File: src/rtl/fetch_unit.sv
// Instruction fetch unit: sequential PC, one-cycle-latency imem interface, in-order prefetch FIFO.
// Optional jump predecode on pushed words is enabled by defining FETCH_JUMP_PREDECODE_EN.
module fetch_unit #(
    parameter int unsigned IMEM_AW    = 8,
    parameter int unsigned FIFO_DEPTH = 4
) (
    input  logic               clk,
    input  logic               reset,
    output logic               imem_req,
    output logic [IMEM_AW-1:0] imem_addr,
    input  logic [31:0]        imem_rdata,
    input  logic               redirect_valid,
    input  logic [31:0]        redirect_pc,
    output logic               inst_valid,
    output logic [31:0]        inst,
    output logic [31:0]        inst_pc,
    input  logic               inst_ready
);

    localparam int unsigned PtrW = (FIFO_DEPTH > 1) ? $clog2(FIFO_DEPTH) : 1;
    localparam int unsigned CntW = $clog2(FIFO_DEPTH + 1);
    localparam logic [CntW:0] DepthOcc = (CntW + 1)'(FIFO_DEPTH);

    logic [31:0]     pc_q, pc_d;
    logic            inflight_q, inflight_d;
    logic [31:0]     req_pc_q, req_pc_d;
    logic [CntW-1:0] count_q, count_d;
    logic [PtrW-1:0] wr_ptr_q, wr_ptr_d;
    logic [PtrW-1:0] rd_ptr_q, rd_ptr_d;
    logic [31:0]     data_q [FIFO_DEPTH];
    logic [31:0]     pcs_q  [FIFO_DEPTH];

    logic            push;
    logic            pop;
    logic            jump_take;
    logic [31:0]     jump_target;
    logic [CntW:0]   occ;

    // Byte offset of a redirect is architecturally ignored.
    logic unused_redirect_lsb;
    assign unused_redirect_lsb = ^redirect_pc[1:0];

    always_comb begin
        // A response is only kept if no redirect kills it in its arrival cycle.
        push = inflight_q && !redirect_valid;
        pop  = inst_valid && inst_ready;
        occ  = {1'b0, count_q} + {{CntW{1'b0}}, inflight_q};
`ifdef FETCH_JUMP_PREDECODE_EN
        jump_take   = push && (imem_rdata[31:26] == 6'b000010);
        jump_target = req_pc_q + {{4{imem_rdata[25]}}, imem_rdata[25:0], 2'b00};
`else
        jump_take   = 1'b0;
        jump_target = 32'd0;
`endif
        imem_req  = !reset && !redirect_valid && !jump_take && (occ < DepthOcc);
        imem_addr = pc_q[IMEM_AW+1:2];

        if (redirect_valid) begin
            pc_d = {redirect_pc[31:2], 2'b00};
        end else if (jump_take) begin
            pc_d = jump_target;
        end else if (imem_req) begin
            pc_d = pc_q + 32'd4;
        end else begin
            pc_d = pc_q;
        end

        inflight_d = imem_req;
        req_pc_d   = imem_req ? pc_q : req_pc_q;

        count_d  = count_q;
        wr_ptr_d = wr_ptr_q;
        rd_ptr_d = rd_ptr_q;
        if (redirect_valid) begin
            count_d  = '0;
            wr_ptr_d = '0;
            rd_ptr_d = '0;
        end else begin
            if (push) begin
                wr_ptr_d = wr_ptr_q + PtrW'(1);
            end
            if (pop) begin
                rd_ptr_d = rd_ptr_q + PtrW'(1);
            end
            if (push && !pop) begin
                count_d = count_q + CntW'(1);
            end else if (pop && !push) begin
                count_d = count_q - CntW'(1);
            end
        end
    end

    always_ff @(posedge clk) begin
        if (reset) begin
            pc_q       <= 32'd0;
            inflight_q <= 1'b0;
            req_pc_q   <= 32'd0;
            count_q    <= '0;
            wr_ptr_q   <= '0;
            rd_ptr_q   <= '0;
        end else begin
            pc_q       <= pc_d;
            inflight_q <= inflight_d;
            req_pc_q   <= req_pc_d;
            count_q    <= count_d;
            wr_ptr_q   <= wr_ptr_d;
            rd_ptr_q   <= rd_ptr_d;
        end
    end

    // Storage needs no reset; validity is tracked by count_q.
    always_ff @(posedge clk) begin
        if (push) begin
            data_q[wr_ptr_q] <= imem_rdata;
            pcs_q[wr_ptr_q]  <= req_pc_q;
        end
    end

    always_comb begin
        inst_valid = (count_q != '0);
        inst       = inst_valid ? data_q[rd_ptr_q] : 32'd0;
        inst_pc    = inst_valid ? pcs_q[rd_ptr_q] : 32'd0;
    end

endmodule

File: config.mk
export PLATFORM = sky130hd
export DESIGN_NAME = fetch_unit
export DESIGN_NICKNAME = d
export VERILOG_FILES = /design/src/rtl/fetch_unit.sv
export SDC_FILE = /design/constraint.sdc
export NUM_CORES = 1
export LEC_CHECK = 0
export BUFFER_PORTS_ARGS = -buffer_cell sky130_fd_sc_hd__buf_2
export CAP_MARGIN = 40
export CORE_UTILIZATION = 35
export DETAILED_ROUTE_END_ITERATION = 8
export PLACE_DENSITY = 0.55
export SLEW_MARGIN = 20
export SYNTH_ARGS = -nofsm -noshare
export SYNTH_HDL_FRONTEND = slang
export SYNTH_SLANG_ARGS = --single-unit
File: constraint.sdc
create_clock -name clk -period 5.65 [get_ports clk]
set_input_delay 1.13 -clock clk [delete_from_list [all_inputs] [get_ports clk]]
set_output_delay 1.13 -clock clk [all_outputs]
set_load 0.03 [all_outputs]
-- After elaboration in Yosys (flattened, before gate mapping)
Memory sizes are Yosys's and may differ from the RTL's. A register that Yosys moved wholly into a read port is not among the register bits.
Cells that the tools add are included.
- flip-flop bits (word level): 72
- latch bits: 0
- memory bits (writable): 256
- ROM bits: 0
- input bits: 68
- output and inout bits: 74
- logic and storage cells: 42
- memories kept: 2
- add/subtract/negate cells: 6
- multiply operators: 0
- div/mod/pow operators: 0
- $lt $le $gt $ge: 1
- eq/ne operators: 0
- shift-type cells: 0
- mux-type cells: 12
- bitwise logic cells: 0
- reduce and logical (&&, ||, !) cells: 14
- memory list (name ; words ; width ; read ports ; clocked after Yosys merged registers in ; write ports ; RTL line ; RTL):
    data_q ; 4 ; 32 ; 1 ; 1 ; 1 ; 30 ; logic [31:0] data_q [FIFO_DEPTH];
    pcs_q ; 4 ; 32 ; 1 ; 1 ; 1 ; 31 ; logic [31:0] pcs_q [FIFO_DEPTH];
- operators with widths (kind ; number):
    $mux 32 ; 4
    $add 32x3->32 const B ; 1
    $mux 2 ; 4
    $logic_and 1x1->1 ; 6
    $mux 3 ; 2
    $add 2x1->2 const B ; 2
    $add 3x1->4 ; 1
    $logic_not 1->1 ; 4
    $lt 4x3->1 const B ; 1
    $reduce_bool 2->1 ; 2
    $add 3x1->3 const B ; 1
    $reduce_bool 3->1 ; 1
    $sub 3x1->3 const B ; 1
    $mux 1 ; 2
    $reduce_or 2->1 ; 1

-- Logic depth before layout (Yosys ltp)
- word-level depth: 6
- mapped depth: 9
- gate-level depth less buffers: 8

-- Least setup slack after synthesis
OpenSTA, ideal clock, no wires.
- path kind: input -> register
- start point: in redirect_valid
- end point: mem data_q[0][0], enable pin
- library setup time: 0.427 ns
- arrival time: 2.951 ns
- required time: 5.223 ns
- setup slack: 2.273 ns
- stages on the path: 3
- path buffers: 1
- cell sequence: buf_6 > nor2b_1 > and2_1
- cells in the longest elaborated chain, start to end: 4
- ends and longest elaborated chain (element ; RTL line ; RTL):
    start, declared ; 12 ; input logic redirect_valid,
    $logic_not 1->1 ; 45 ; push = inflight_q && !redirect_valid;
    $logic_and 1x1->1 ; 45 ;
    via push ; 33 ; logic push;
    $mux 1 ; 113 ; if (push) begin
    $mux 1 (not written as such) ; 114 ; data_q[wr_ptr_q] <= imem_rdata;
    end, declared ; 30 ;
The timed path passes the listed nets, and every way through them passes these cells.

==> impl_results.md <==
* DRT Pass-1 Iters at 7
* R2R setup slack at 2.94 ns
* HPWL Detailed at 15,960 um
* Final max-slew violation count at 0
* Buf+Inv Stages, Crit Path at 2
* Violated checks: design-rule violations
* Cell taking the most area after synthesis: edfxtp_1
* Die H at 192.7 um
* Post-synthesis sequential element count at 318
* Cell Area, Synth at 12,730 um^2
* Predominant post-synthesis flop cell: edfxtp_1
* Layout area overhead at 17.50%
* Fin crit period at 3.872 ns
* First-pass GRT wire length at 41,470 um
* Internal power at 0.003956 W
* Final std cells w/o fill at 1,428
* DRT antenna net count at 0
* # resized after CTS at 0
* Mean cell area of the mapped netlist at 15.80 um^2
* YS warnings at 0
* Placed inst area at 13,850 um^2
* Worst slew pin tran at 0.7644 ns
* Total track usage at 14.76%
* IO Port Bufs at 137
* # Post-CTS Setup Buffers at 0
* Share of layout cells above drive strength 1 at 28.96%
* Ranking of synthesized cells by area: edfxtp_1, dfxtp_1, mux4_2
* Average wire per standard cell at 18.90 um
* DRC violations left at 30
* Htree depth at 2
* WP data required at 4.52 ns
* Crit Path Class: reg2out
* Critical path endpoint category: output pin
* Slew HR at 49.04%
* Hold slack at 0.4846 ns
* Row count at 69
* Initial DRC count at 429
* Placed insts at 1,364
* Sequential-to-total area share from yosys stat at 69.50%
* Max Cap Viol at 0
* Post-place setup slack at 2.178 ns
* Sw Share at 22.30%
* Crit path arrival time at 2.74 ns
* Clock Path Buffers at 3
* Final instance area at 14,960 um^2
* LEAKAGE at 5.258 nW
* Remaining global-route overflow at 0
* Die Area at 37,140 um^2
* DR vias at 7,082
* Outcome: finished, violations left
* PnR worst setup slack at 1.778 ns
* Starting Density at 35.71%
* Slowest stage delay, CP at 0.82 ns
* Skew final at 0.01705 ns
* ANT cells at 0
* Synth cell types at 52
* Crit path max-delay family: flip-flops
* Core Box Area at 35,660 um^2
* RSZ-0062 raised after global routing: no
* Number of flops mapped to enable cells by yosys at 248
* Pwr/cell area at 340.4 nW/um^2
* Comb power frac at 6.1%
* CTS buffer count at 35
* Final setup fails at 0
* Cts hold-fix bufs at 0
* Critical path's slowest cell: dfxtp_4
* Cells after synthesis at 806
* Fmax at 0.2583 GHz
* CTS Root Cell: clkbuf_16
* Critical-path cell list: buf_4 > mux4_2 > and2_1 > buf_2
* Sum Neg Setup Slack at 0 ns
* Initial antenna violation count at 0
* Clk Latency, worst-skew pair at 0.51 ns
* Vias per cell at 4.959
* Clock power frac at 43.0%
* Largest net degree at the start of global routing at 66
* Synth top area share at 58.49%
* Routability Congestion at 0.7773
* Switch Pwr at 0.001136 W
* Crit Path Max Fanout at 34
* Drt total wl at 26,980 um
* Asr flop ratio synth at 0%
* Seq pwr share at 50.9%
* # IOs at 142
* Final Hold Vio Count at 0
* Die Wd at 192.7 um
* Startpoint Class: flip-flop
* Layout Nets at 1,015
* Vias in the first global route at 7,101
* Worst IR Drop VDD at 165.3 uV
* CTS tree: done
* Worst-path clk slew at 0.06 ns
* Min-Delay Path Class: reg2reg
* Post-route clock period utilization at 68.53%
* Clock Sinks at 318
==> cell type report <==
type | count | area, um^2
clock buffers | 49 | 969.7
multi-input cells | 423 | 3550
clock inverters | 15 | 140.1
flip-flops and latches | 318 | 8856
well taps | 461 | 576.8
fillers | 3308 | 20690
inverters | 12 | 45.04
repair buffers | 150 | 823.3
==> state kept, by name, summed over array words and instances (netlist names), named ones only <==
| signal | cells |
|---|---|
| wr_ptr_q | 2 |
| inflight_q | 1 |
| pcs_q | 120 |
| count_q | 3 |
| req_pc_q | 30 |
| pc_q | 30 |
| rd_ptr_q | 2 |
| data_q | 128 |
==> per-layer routing <==
metal  GRT usage [%]  share of wire, %  vias to the layer above
li1                -                 -                     3326
met1           20.64                46                     3536
met2           23.35                46                      185
met3           2.928               5.9                       35
met4           3.876               1.5                        0
met5               0                 0                        -
==> kinds of logic (layout without fill, tap and decap cells) <==
group	after synthesis	count (layout)	share of synthesized area (%)
mux	68	68	11.47
flops	318	318	69.50
buf+inv	66	226	2.742
xor+xnor	20	20	1.376
other cells	1	2	0.02945
compound gates	85	85	3.980
fa+ha+maj	7	7	0.7468
simple gates	241	241	10.16
==> power by group through the flow <==
stage / clock network (W) / registers [W] / logic [W]
finish: 0.00219 / 0.00259 / 0.000309
global route: 0.00235 / 0.00260 / 0.000340
CTS: 0.00226 / 0.00259 / 0.000316
detailed placement: 0 / 0.00264 / 0.000315
global placement: 0 / 0.00264 / 0.000313
floorplan: 0 / 0.00262 / 0.000220
==> Yosys cell counts, drive strengths merged (8+ instances only) <==
cell / n
or3: 8
and2: 68
nand4: 11
nor3: 8
mux4: 62
xnor2: 11
clkbuf: 33
a21oi: 48
nand3: 22
buf: 21
inv: 10
edfxtp: 248
nand2: 85
xor2: 9
nor2: 25
dfxtp: 70
==> path summary, 6_finish.rpt <==
| path | start | to | cells past startpoint |
|---|---|---|---|
| setup / recovery | flip-flop | inst_pc[5] | 4 |
| hold reg to reg | pc_q[28] | req_pc_q[28] | 2 |
| hold / removal | pc_q[28] | req_pc_q[28] | 2 |
| setup reg to reg | count_q[0] | count_q[2] | 9 |
==> worst min-delay path: cells and delay by family, from the launching register on <==
family	cells	cell delay, ns
flops	1	0.32
compound gates	1	0.05
simple gates	1	0.06
==> stage by stage <==
stage	power, W	util, %
after floorplan	0.002844	-
after global placement	0.002953	38.69
after detailed placement	0.002956	38.85
after CTS	0.005168	41.96
after global routing	0.005286	41.96
final	0.005092	41.96
==> cells in the final DEF (no fill, tap or decap), drive strengths merged, types with 3 or more instances in the layout <==
cell    instances
and2           68
a21oi          48
nand3          22
dfxtp          70
clkbuf         49
nor2           25
edfxtp        248
clkinv         13
a211oi          7
nor4            3
and3            5
inv            12
o211ai          4
ha              6
mux2            3
nand4          11
nand2          85
or3             8
a31oi           7
buf           150
mux2i           3
nor3            8
mux4           62
o21ai           5
xor2            9
xnor2          11
Power figures use the tool's default switching activity.
